**config.mk**
```make
export PLATFORM = sky130hd
export DESIGN_NAME = mux8_rr_arbiter
export DESIGN_NICKNAME = d
export VERILOG_FILES = /design/src/rtl/mux8_arb_pkg.sv /design/src/rtl/mux_64bit_8to1.sv /design/src/rtl/rr_pick8.sv /design/src/rtl/mux8_rr_arbiter.sv
export SDC_FILE = /design/constraint.sdc
export NUM_CORES = 1
export LEC_CHECK = 0
export CORE_AREA = 4 4 232 234
export CTS_CLUSTER_DIAMETER = 50
export DETAILED_ROUTE_END_ITERATION = 7
export DIE_AREA = 0 0 236 238
export PLACE_DENSITY = 0.45
export SYNTH_ARGS = -nofsm -noshare
export SYNTH_HDL_FRONTEND = slang
export SYNTH_SLANG_ARGS = --single-unit
```
**constraint.sdc**
```tcl
create_clock -name clk -period 7.1 [get_ports clk]
set_clock_uncertainty 0.2 [all_clocks]
set_input_delay 1.42 -clock clk [delete_from_list [all_inputs] [get_ports clk]]
set_output_delay 1.42 -clock clk [all_outputs]
set_load 0.01 [all_outputs]
```
**src/rtl/mux8_arb_pkg.sv**
```systemverilog
// Shared constants and types for the 8:1 round-robin mux arbiter.
package mux8_arb_pkg;

   localparam int WIDTH = 64;
   localparam int N     = 8;
   localparam int SEL_W = 3;

   // Last-grant pointer at reset: requester 0 is scanned first.
   localparam logic [SEL_W-1:0] PTR_RST = SEL_W'(N - 1);

   typedef enum logic {
      EMPTY = 1'b0,
      FULL  = 1'b1
   } state_t;

endpackage

```
**src/rtl/mux_64bit_8to1.sv**
```systemverilog
// 8:1 word multiplexer; S selects A (0) through H (7).
module mux_64bit_8to1 #(
   parameter int WIDTH = 64
) (
   input  logic [WIDTH-1:0] A,
   input  logic [WIDTH-1:0] B,
   input  logic [WIDTH-1:0] C,
   input  logic [WIDTH-1:0] D,
   input  logic [WIDTH-1:0] E,
   input  logic [WIDTH-1:0] F,
   input  logic [WIDTH-1:0] G,
   input  logic [WIDTH-1:0] H,
   input  logic [2:0]       S,
   output logic [WIDTH-1:0] Y
);

   always_comb begin
      Y = A;
      case (S)
         3'd0: Y = A;
         3'd1: Y = B;
         3'd2: Y = C;
         3'd3: Y = D;
         3'd4: Y = E;
         3'd5: Y = F;
         3'd6: Y = G;
         3'd7: Y = H;
      endcase
   end

endmodule

```
**src/rtl/rr_pick8.sv**
```systemverilog
// Round-robin pick: first set request scanning ptr+1, ptr+2, ... modulo N.
module rr_pick8
   import mux8_arb_pkg::*;
(
   input  logic [N-1:0]     req,
   input  logic [SEL_W-1:0] ptr,
   output logic [N-1:0]     grant,
   output logic [SEL_W-1:0] idx,
   output logic             any
);

   logic [SEL_W-1:0] cand;

   always_comb begin
      any  = 1'b0;
      idx  = '0;
      cand = '0;
      // k = N wraps back onto ptr itself, so the last holder is scanned last.
      for (int k = 1; k <= N; k++) begin
         cand = ptr + SEL_W'(k);
         if (!any && req[cand]) begin
            any = 1'b1;
            idx = cand;
         end
      end
      grant = '0;
      if (any) begin
         grant[idx] = 1'b1;
      end
   end

endmodule

```
**src/rtl/mux8_rr_arbiter.sv**
```systemverilog
// Round-robin arbiter driving the 64-bit 8:1 mux into a one-entry valid/ready register.
// Optional burst lock on the last winner: define MUX8_RR_ARBITER_LOCK_EN.
module mux8_rr_arbiter
   import mux8_arb_pkg::*;
(
   input  logic               clk,
   input  logic               rst_n,
`ifdef MUX8_RR_ARBITER_LOCK_EN
   input  logic               lock,
`endif
   input  logic [N-1:0]       req,
   input  logic [N*WIDTH-1:0] din,
   output logic [N-1:0]       grant,
   output logic               out_valid,
   input  logic               out_ready,
   output logic [WIDTH-1:0]   out_data,
   output logic [SEL_W-1:0]   out_src
);

   state_t           state;
   state_t           state_next;
   logic [SEL_W-1:0] ptr;

   logic [N-1:0]     pick_grant;
   logic [SEL_W-1:0] pick_idx;
   logic             pick_any;
   logic [N-1:0]     win_grant;
   logic [SEL_W-1:0] win_idx;
   logic             can_load;
   logic             load;
   logic [WIDTH-1:0] mux_y;

   rr_pick8 u_pick (
      .req   (req),
      .ptr   (ptr),
      .grant (pick_grant),
      .idx   (pick_idx),
      .any   (pick_any)
   );

`ifdef MUX8_RR_ARBITER_LOCK_EN
   logic lock_hit;

   // A locked holder that still requests keeps the mux, overriding rotation.
   assign lock_hit  = lock && req[ptr];
   assign win_idx   = lock_hit ? ptr : pick_idx;
   assign win_grant = lock_hit ? (N'(1) << ptr) : pick_grant;
`else
   assign win_idx   = pick_idx;
   assign win_grant = pick_grant;
`endif

   assign out_valid = (state == FULL);
   assign can_load  = !out_valid || out_ready;
   assign load      = can_load && pick_any;
   assign grant     = load ? win_grant : '0;

   mux_64bit_8to1 #(.WIDTH(WIDTH)) u_mux (
      .A (din[0*WIDTH +: WIDTH]),
      .B (din[1*WIDTH +: WIDTH]),
      .C (din[2*WIDTH +: WIDTH]),
      .D (din[3*WIDTH +: WIDTH]),
      .E (din[4*WIDTH +: WIDTH]),
      .F (din[5*WIDTH +: WIDTH]),
      .G (din[6*WIDTH +: WIDTH]),
      .H (din[7*WIDTH +: WIDTH]),
      .S (win_idx),
      .Y (mux_y)
   );

   always_ff @(posedge clk or negedge rst_n) begin
      if (!rst_n) begin
         state <= EMPTY;
      end else begin
         state <= state_next;
      end
   end

   always_comb begin
      state_next = state;
      case (state)
         EMPTY:   if (pick_any) state_next = FULL;
         FULL:    if (out_ready && !pick_any) state_next = EMPTY;
         default: state_next = EMPTY;
      endcase
   end

   // Output register stage: loads only on an edge that issues a grant.
   always_ff @(posedge clk or negedge rst_n) begin
      if (!rst_n) begin
         out_data <= '0;
         out_src  <= '0;
         ptr      <= PTR_RST;
      end else if (load) begin
         out_data <= mux_y;
         out_src  <= win_idx;
         ptr      <= win_idx;
      end
   end

endmodule

```
==> summary.txt, run 1 <==
Status = complete, no violations
CP max stage delay = 0.56 ns
Drt total wl = 54850 um
DR pass1 iterations = 7
Number of global-route vias before repair = 11.11k
Number of synthesized register bits = 71
Reg power frac = 7.9%
Max_cap viols = 0
Total GRT Usage = 18.56%
Longest Clk Path Bufs = 2
Hold_ws = 0.2912 ns
Req. time, crit path = 5.48 ns
Fin worst setup slack = 0.1465 ns
Commonest non-fill, non-tap cell in the layout = clkdlybuf4s50_1
Switching Fraction = 57.98%
CTS Hold Bufs = 0
H-tree depth = 3
Non-filler cells, final = 2183
Die W = 236 um
Synthesized area = 0.007615 sq mm
Seq/Total Area, Yosys = 23.38%
Beginning of the critical path = req[3]
Crit-path cells = clkdlybuf4s50_1 -> mux2_1 -> mux4_2 -> o32a_1 -> a2111o_1 -> a222oi_1 -> buf_4 -> nor2_4 -> nor3_1 -> buf_4 -> clkdlybuf4s50_1
First-pass GRT wire length = 77490 um
Worst slew pin tran = 1.265 ns
Post-Place Setup Slack = 0.1617 ns
Dpl cells = 2166
Io pins = 599
Grt ovf = 0
WL/cell = 25.13 um
Simple-gate share of the synthesized area = 21.52%
Post-Syn Area per Cell = 8.109 sq um
Placed wire-length estimate = 42020 um
Min-Delay Path Class = register to register
GPL Wtd Cong = 0.9106
Setup Fix Bufs, Post-CTS = 0
Critical Path Source Type = primary input
Crit path DAT = 5.33 ns
Area delta synth->final = 92.29%
Worst-path maximum fanout = 9
Root Driver = clkbuf_16
Syn_nets = 1464
Pin count of the biggest net entering global routing = 129
Compound-cell area share of the yosys netlist = 31.42%
Slew Limit Fails = 0
Internal power = 0.004293 W
Vias/cell = 4.776
Row count = 84
Adder-cell share of the synthesized area = 0.3286%
Post-synthesis xor/xnor area fraction = 0.4601%
Number of distinct library cells after synthesis = 71
Setup Crit Path Kind = primary input to primary output
Tot Pwr = 0.01022 W
Initial core utilization = 14.64%
# port buffers = 598
Worst R2R Start = ptr[1]
Post-CTS resize count = 0
Number of CTS-inserted buffers = 9
Via count = 10.43k
VDD IR max = 0.6727 mV
Post-synth EDFFs = 0
Residual DRC = 0
Crit path buffers/inverters = 4
Clk pwr share = 5.0%
Synth Flop Type = dfrtp_1
Fin crit period = 6.953 ns
Commonest cells after routing, fill and taps aside = clkdlybuf4s50_1 (597), nand2_1 (151), dfrtp_1 (68), nand3_1 (58), nor2_1 (47)
Syn. warnings = 0
Gate Count Post-Synth = 939
CP top delay family = buffers and inverters
Initial drt markers = 638
NetSw = 0.005924 W
Reg clk slew, reported paths = 0.06 ns
Final Hold Fails = 0
Worst Setup End Kind = primary output
Share of cells above drive strength 1 = 9.505%
FMAX = 0.1438 GHz
Pleak = 5.319 nW
Combinational share of power = 87.1%
Largest family of logic cells by synthesized area = compound AO/OA/AOI/OAI gates
Post-synthesis async set-or-reset flop share = 100.0%
Chip height = 238 um
# nets final = 2014
Setup-failing EPs final = 0
Skew-Pair Late Insertion Delay = 0.37 ns
Pwr Density = 697.7 mW/mm^2
RSZ-0062 raised after global routing = false
Area of the core = 0.05202 sq mm
CTS tree = done
Antenna violations before repair = 3
Setup TNS = 0 ns
Mux cell area share after synthesis = 15.91%
Hold_sp = out_data[38]
Max_slew headroom = 15.24%
Crit-path slowest cell = clkdlybuf4s50_1
Detail Route Antenna Nets = 0
Die ar. = 0.05617 sq mm
Crit share post-route = 97.94%
CTS sink cnt = 71
## power groups by stage
stage	clock network [W]	logic [W]	registers, W
floorplan	0	0.00564	0.000863
global placement	0	0.00898	0.000816
detailed placement	0	0.00900	0.000820
CTS	0.000547	0.00901	0.000814
global route	0.000557	0.00957	0.000841
finish	0.000512	0.00890	0.000809
## registers in the layout (all words and copies together) (netlist names)
register   flops
out_data      64
out_src        3
out_valid      1
ptr            3
## worst reg2reg max path: cells and delay by family (launching register included)
kind,cells,cell delay (ns)
AOI/OAI and AO/OA,3,0.47
adders and majority gates,1,0.55
muxes,1,0.45
and+or+nand+nor,5,2.36
buffers and inverters,3,0.79
DFF,1,0.73
## per-layer routing
metal,up-vias,track usage (%),share of wire [%]
met1,5018,21.66,40
li1,4776,-,-
met5,-,0,0.031
met4,4,7.243,3.3
met3,70,5.594,8.3
met2,557,32.07,49
## cell type report
cell class                 instances  area [sq um]
fill                            5606         37380
timing repair buffer             638          6296
multi-input combinational        763          5378
sequential                        71          1780
tap                              688         860.8
clock buffer                      13         260.3
clock inverter                     3         42.54
inverter                           6         22.52
antenna                            1         2.502
## cell usage after synthesis, types with 23 or more instances
cell        n  area share [%]
mux2i_1    34             4.5
a21oi_1    26             1.7
clkbuf_1   59             2.9
o211ai_1   28             2.8
mux2_2     34             5.0
a22oi_1    33             3.3
nand2_1   151             7.4
nand3_1    58             3.8
nor2_1     50             2.5
o21ai_0    31             2.0
nor3_1     23             1.5
dfrtp_1    68              22
o22ai_1    27             2.2
a221oi_1   26             3.0
## cells by family after synthesis
family	after synthesis
adder cells (fa/ha/maj)	2
buffers and inverters	105
multiplexers	95
XOR/XNOR	4
AND/OR/NAND/NOR	346
flip-flops	71
AO/OA/AOI/OAI	316
## metrics by stage
step	area, sq um	util [%]
6_report	14640	28.15
2_1_floorplan	7615	-
5_1_grt	14640	28.15
3_5_place_dp	14340	27.56
3_3_place_gp	14340	27.56
4_1_cts	14640	28.14
## worst paths after layout
check	to	slack, ns	cells past startpoint
min	out_data[38]	0.29	1
min reg2reg	out_data[38]	0.29	1
max reg2reg	out_data[20]	1.48	13
max	grant[4]	0.15	11
max in group asynchronous	out_data[41]	4.77	2
min in group asynchronous	out_data[40]	0.85	1
Power figures use the tool's default switching activity.
==> inputs of run 2 (changes only) <==
Settings changed: PLACE_DENSITY 0.45 to not set.
==> summary.txt, run 2 (synthesis gave the netlist of run 1 again) <==
GPL Wtd Cong = 0.9264 (was 0.9106)
CTS Hold Bufs = 0 (unchanged)
Io pins = 599 (unchanged)
Total GRT Usage = 18.41% (was 18.56%)
DR pass1 iterations = 8 (was 7)
Reg clk slew, reported paths = 0.06 ns (about the same)
Pleak = 5.303 nW (was 5.319 nW)
H-tree depth = 3 (unchanged)
Worst slew pin tran = 1.339 ns (was 1.265 ns)
Residual DRC = 0 (unchanged)
Via count = 10.51k (was 10.43k)
Tot Pwr = 0.01023 W (was 0.01022 W)
First-pass GRT wire length = 76640 um (was 77490 um)
Combinational share of power = 87.1% (about the same)
Worst Setup End Kind = primary output (unchanged)
Critical R2R Capture = out_data[40] (was out_data[20])
FMAX = 0.1448 GHz (was 0.1438 GHz)
# port buffers = 598 (unchanged)
Largest Register = out_data (unchanged)
Grt ovf = 0 (unchanged)
Crit share post-route = 97.28% (was 97.94%)
Worst-path maximum fanout = 9 (unchanged)
Hold path depth = 1 (unchanged)
Area of the core = 0.05202 sq mm (unchanged)
VDD IR max = 0.6824 mV (was 0.6727 mV)
Setup Fix Bufs, Post-CTS = 0 (unchanged)
Longest Clk Path Bufs = 2 (unchanged)
Root Driver = clkbuf_16 (unchanged)
CTS tree = done (unchanged)
Hold_sp = out_src[0] (was out_data[38])
Max_cap viols = 0 (unchanged)
Clk pwr share = 4.9% (was 5.0%)
CTS sink cnt = 71 (unchanged)
Detail Route Antenna Nets = 0 (unchanged)
Setup Crit Path Kind = primary input to primary output (unchanged)
Pin count of the biggest net entering global routing = 68 (was 129)
CP most frequent cell = clkdlybuf4s50_1
Row count = 84 (unchanged)
Share of cells above drive strength 1 = 9.073% (was 9.505%)
# nets final = 2008 (was 2014)
Initial drt markers = 845 (was 638)
Number of global-route vias before repair = 11.15k (was 11.11k)
Crit-path slowest cell = or4_1 (was clkdlybuf4s50_1)
Chip height = 238 um (unchanged)
Die ar. = 0.05617 sq mm (unchanged)
CP max stage delay = 0.70 ns (was 0.56 ns)
Die W = 236 um (unchanged)
Vias/cell = 4.827 (was 4.776)
Setup-failing EPs final = 0 (unchanged)
Initial core utilization = 14.64% (unchanged)
Crit path DAT = 5.29 ns (was 5.33 ns)
Pwr Density = 702.1 mW/mm^2 (was 697.7 mW/mm^2)
RSZ-0062 raised after global routing = false (unchanged)
WHS Endpoint = out_src[0] (was out_data[38])
WL/cell = 25.02 um (was 25.13 um)
Reg power frac = 8.0% (was 7.9%)
Setup TNS = 0 ns (unchanged)
Number of CTS-inserted buffers = 9 (unchanged)
Internal power = 0.004216 W (was 0.004293 W)
Crit-path cells = clkdlybuf4s50_1 -> mux4_2 -> or4_1 -> o31ai_1 -> o21ai_4 -> nor2_2 -> nand2_1 -> nor2_1 -> clkdlybuf4s50_1 (was clkdlybuf4s50_1 -> mux2_1 -> mux4_2 -> o32a_1 -> a2111o_1 -> a222oi_1 -> buf_4 -> nor2_4 -> nor3_1 -> buf_4 -> clkdlybuf4s50_1)
Fillers = 5640 (was 5606)
Top flop regs = out_data: 64 flops, out_src: 3 flops, ptr: 3 flops (unchanged)
Area delta synth->final = 91.39% (was 92.29%)
Switching Fraction = 58.80% (was 57.98%)
Fin crit period = 6.907 ns (was 6.953 ns)
Final Hold Fails = 0 (unchanged)
Commonest cells after routing, fill and taps aside = clkdlybuf4s50_1 (596), nand2_1 (151), dfrtp_1 (68), nand3_1 (58), nor2_1 (48) (was clkdlybuf4s50_1 (597), nand2_1 (151), dfrtp_1 (68), nand3_1 (58), nor2_1 (47))
Req. time, crit path = 5.48 ns (about the same)
Post-CTS resize count = 0 (unchanged)
Placed wire-length estimate = 41600 um (was 42020 um)
Antenna violations before repair = 2 (was 3)
Commonest non-fill, non-tap cell in the layout = clkdlybuf4s50_1 (unchanged)
NetSw = 0.006017 W (was 0.005924 W)
Max_slew headroom = 10.23% (was 15.24%)
Drt total wl = 54470 um (was 54850 um)
R2R depth = 12 (was 13)
Slew Limit Fails = 0 (unchanged)
Worst R2R Start = ptr[1] (unchanged)
Critical Path Source Type = primary input (unchanged)
Status = complete, no violations (unchanged)
Worst reg-to-reg setup slack = 1.47 ns (was 1.48 ns)
Max reg flops = 64 (unchanged)
Min-Delay Path Class = register to register (unchanged)
Skew-Pair Late Insertion Delay = 0.37 ns (about the same)
## run 2: how the worst max path moves through the flow
stage                start  endpoint  slack [ns]
CTS                 req[7]  grant[6]        0.18
global route        req[7]  grant[6]        0.03
detailed placement  req[7]  grant[6]        0.20
finish              req[6]  grant[7]        0.19
global placement    req[6]  grant[6]        0.24
floorplan           req[6]  grant[4]        1.30
## run 2: layer usage
| layer | share of wire [%] | wire, um | GRT usage (%) |
|---|---|---|---|
| met4 | 3.3 | 1785 | 7.475 |
| met3 | 8.6 | 4693 | 5.328 |
| met1 | 40 | 22010 | 22.09 |
| met5 | 0.024 | 13 | 0 |
| met2 | 48 | 25970 | 31.06 |
## run 2: area by class of cell
cell class              count  area [sq um]  share of cell area, %
repair buffers            632          6241                  42.82
well taps                 688         860.8                  5.907
clock buffers              12         246.5                  1.691
clock inverters             4         45.04                 0.3091
diodes                      1         2.502                0.01717
inverters                   6         22.52                 0.1545
multi-input cells         763          5375                  36.88
flip-flops and latches     71          1780                  12.22
## run 2: per-stage QoR
step | utilization [%] | worst slack [ns] | hold slack, ns | cells | cell area, sq um
6_report | 28.01 | 0.1929 | 0.2851 | 2177 | 14570
5_1_grt | 28.01 | 0.03023 | 0.3038 | 2176 | 14570
4_1_cts | 28.00 | 0.1833 | 0.2905 | 2176 | 14570
3_5_place_dp | 27.44 | 0.1985 | 0.2726 | 2160 | 14280
3_3_place_gp | 27.44 | 0.2392 | 0.2624 | 2160 | 14280
2_1_floorplan | - | 1.297 | 0.3152 | 939 | 7615
## run 2: worst max-delay path, delay by kind of cell
family | cells | cell delay (ns)
AND/OR/NAND/NOR | 4 | 1.39
buffers and inverters | 2 | 1.17
multiplexers | 1 | 0.63
AO/OA/AOI/OAI | 2 | 0.69
## run 2: power by group through the flow
stage / registers (W) / clock network, W / logic [W]
finish: 0.000819 / 0.000502 / 0.00891
global route: 0.000848 / 0.000538 / 0.00960
CTS: 0.000820 / 0.000533 / 0.00897
detailed placement: 0.000822 / 0 / 0.00896
global placement: 0.000816 / 0 / 0.00893
floorplan: 0.000863 / 0 / 0.00564
==> inputs of run 3 (changes only) <==
Settings changed: GPL_ROUTABILITY_DRIVEN set to 0.
==> summary.txt, run 3 (synthesis gave the netlist of run 1 again) <==
Status = complete, but fails checks (was complete, no violations)
Failing checks = design-rule violations
Final Hold Fails = 0 (unchanged)
H-tree depth = 3 (unchanged)
Top flop regs = out_data: 64 flops, out_src: 3 flops, ptr: 3 flops (unchanged)
Worst-path maximum fanout = 9 (unchanged)
Slew Limit Fails = 0 (unchanged)
Pwr Density = 696.0 mW/mm^2 (was 702.1 mW/mm^2)
Residual DRC = 12 (was 0)
Initial drt markers = 730 (was 845)
Min-Delay Path Class = register to register (unchanged)
Number of CTS-inserted buffers = 9 (unchanged)
DR pass1 iterations = 8 (unchanged)
Detail Route Antenna Nets = 0 (unchanged)
Area of the core = 0.05202 sq mm (unchanged)
Worst R2R Start = ptr[0] (was ptr[1])
Top Layer Used = met5 (unchanged)
Setup Crit Path Kind = primary input to primary output (unchanged)
Worst reg-to-reg setup slack = 1.56 ns (was 1.47 ns)
Worst slew pin tran = 1.243 ns (was 1.339 ns)
Critical R2R Capture = out_data[40] (unchanged)
Pin count of the biggest net entering global routing = 72 (was 68)
FF+latch area = 0.001784 sq mm (was 0.001780 sq mm)
CTS tree = done (unchanged)
Die ar. = 0.05617 sq mm (unchanged)
WHS Endpoint = out_src[0] (unchanged)
Setup TNS = 0 ns (unchanged)
Fin worst setup slack = 0.2232 ns (was 0.1929 ns)
Worst Setup End Kind = primary output (unchanged)
Non-filler cells, final = 2179 (was 2177)
Initial core utilization = 14.64% (unchanged)
Finished layout cell area = 0.01456 sq mm (was 0.01457 sq mm)
Fin crit period = 6.877 ns (was 6.907 ns)
FMAX = 0.1454 GHz (was 0.1448 GHz)
Req. time, crit path = 5.48 ns (about the same)
Reg clk slew, reported paths = 0.07 ns (was 0.06 ns)
Die W = 236 um (unchanged)
Row count = 84 (unchanged)
Dpl cells = 2161 (was 2160)
Antenna violations before repair = 6 (was 2)
Vias/cell = 4.869 (was 4.827)
Io pins = 599 (unchanged)
R2R depth = 12 (unchanged)
Via count = 10.61k (was 10.51k)
# nets final = 2009 (was 2008)
# port buffers = 598 (unchanged)
Skew-Pair Late Insertion Delay = 0.38 ns (was 0.37 ns)
CTS Hold Bufs = 0 (unchanged)
Commonest non-fill, non-tap cell in the layout = clkdlybuf4s50_1 (unchanged)
Hold path depth = 1 (unchanged)
Pleak = 5.277 nW (was 5.303 nW)
Largest Register = out_data (unchanged)
Total GRT Usage = 17.83% (was 18.41%)
Commonest cells after routing, fill and taps aside = clkdlybuf4s50_1 (597), nand2_1 (151), dfrtp_1 (68), nand3_1 (58), nor2_1 (48) (was clkdlybuf4s50_1 (596), nand2_1 (151), dfrtp_1 (68), nand3_1 (58), nor2_1 (48))
CTS sink cnt = 71 (unchanged)
WL/cell = 24.38 um (was 25.02 um)
Chip height = 238 um (unchanged)
Setup-failing EPs final = 0 (unchanged)
Met2 Wirelength = 25000 um (was 25970 um)
Area delta synth->final = 91.23% (was 91.39%)
Max_slew headroom = 16.65% (was 10.23%)
Met1 Routed Length = 20870 um (was 22010 um)
Longest Clk Path Bufs = 2 (unchanged)
Area used by multi-input combinational logic = 0.005379 sq mm (was 0.005375 sq mm)
Post-Place Setup Slack = 0.2608 ns (was 0.1985 ns)
Crit share post-route = 96.86% (was 97.28%)
Post-DP Area = 0.01429 sq mm (was 0.01428 sq mm)
Drt total wl = 53130 um (was 54470 um)
Crit path DAT = 5.26 ns (was 5.29 ns)
Critical Path Source Type = primary input (unchanged)
VDD IR max = 0.5690 mV (was 0.6824 mV)
Share of cells above drive strength 1 = 9.066% (was 9.073%)
Root Driver = clkbuf_16 (unchanged)
First-pass GRT wire length = 74700 um (was 76640 um)
Hold_sp = out_src[0] (unchanged)
Max_cap viols = 0 (unchanged)
Number of global-route vias before repair = 11.22k (was 11.15k)
Grt ovf = 0 (unchanged)
Placed wire-length estimate = 40910 um (was 41600 um)
DR WL met3 = 5012 um (was 4693 um)
Fillers = 5599 (was 5640)
Max reg flops = 64 (unchanged)
[run 3: cell types whose count changed in the layout (fill, tap and decap cells not counted), sizes merged]
cell	delta
clkbuf	+2
buf	+1
bufinv	-1
clkdlybuf4s50	+1
clkinv	-1
diode	+1
dlymetal6s2s	-1
[run 3: where the power goes]
group | internal [W] | switching [W]
registers | 0.000669 | 0.000176
clock network | 0.000246 | 0.000219
logic | 0.00327 | 0.00555
[run 3: per-layer routing]
metal  vias up  track usage (%)
met1      5058            20.84
met5         -                0
met3       104            6.068
met2       670            29.82
met4         6            7.813
li1       4771                -
[run 3: worst max-delay path by stage]
| stage | from | endpoint | slack, ns | cells after the start |
|---|---|---|---|---|
| 3_3_place_gp | req[6] | grant[7] | 0.37 | 10 |
| 4_1_cts | req[6] | grant[7] | 0.26 | 10 |
| 3_5_place_dp | req[6] | grant[7] | 0.26 | 10 |
| 2_1_floorplan | req[6] | grant[4] | 1.30 | 12 |
| 5_1_grt | req[7] | grant[7] | -0.01 | 9 |
| 6_report | req[6] | grant[7] | 0.22 | 9 |
[run 3: metrics by stage]
| stage | power [W] | util [%] | hold WS (ns) |
|---|---|---|---|
| 2_1_floorplan | 0.006506 | - | 0.3152 |
| 3_3_place_gp | 0.009651 | 27.46 | 0.2616 |
| 3_5_place_dp | 0.009745 | 27.46 | 0.2688 |
| 4_1_cts | 0.01025 | 27.97 | 0.2886 |
| 5_1_grt | 0.01086 | 27.98 | 0.3215 |
| 6_report | 0.01014 | 27.99 | 0.2879 |
[run 3: final cells by class]
cell class,instances,share of cell area [%]
antenna,2,0.03437
inverter,6,0.1547
clock inverter,2,0.06874
sequential,71,12.25
tap,688,5.912
multi-input combinational,763,36.94
clock buffer,14,1.744
timing repair buffer,633,42.89
[run 3: critical path, stage by stage]
cell and delay (ns):
clkdlybuf4s50_1 0.54, mux4_2 0.61, or4_1 0.69, o31ai_1 0.56, o21ai_4 0.14, nor2_2 0.27
nand2_1 0.21, nor2_1 0.14, clkdlybuf4s50_1 0.65
[run 3: repair_timing]
action / in CTS / in global routing
hold endpoints to repair: 0 / 0
setup buffers: 0 / 0
setup endpoints to repair: 0 / 2
resized for setup: 0 / 2
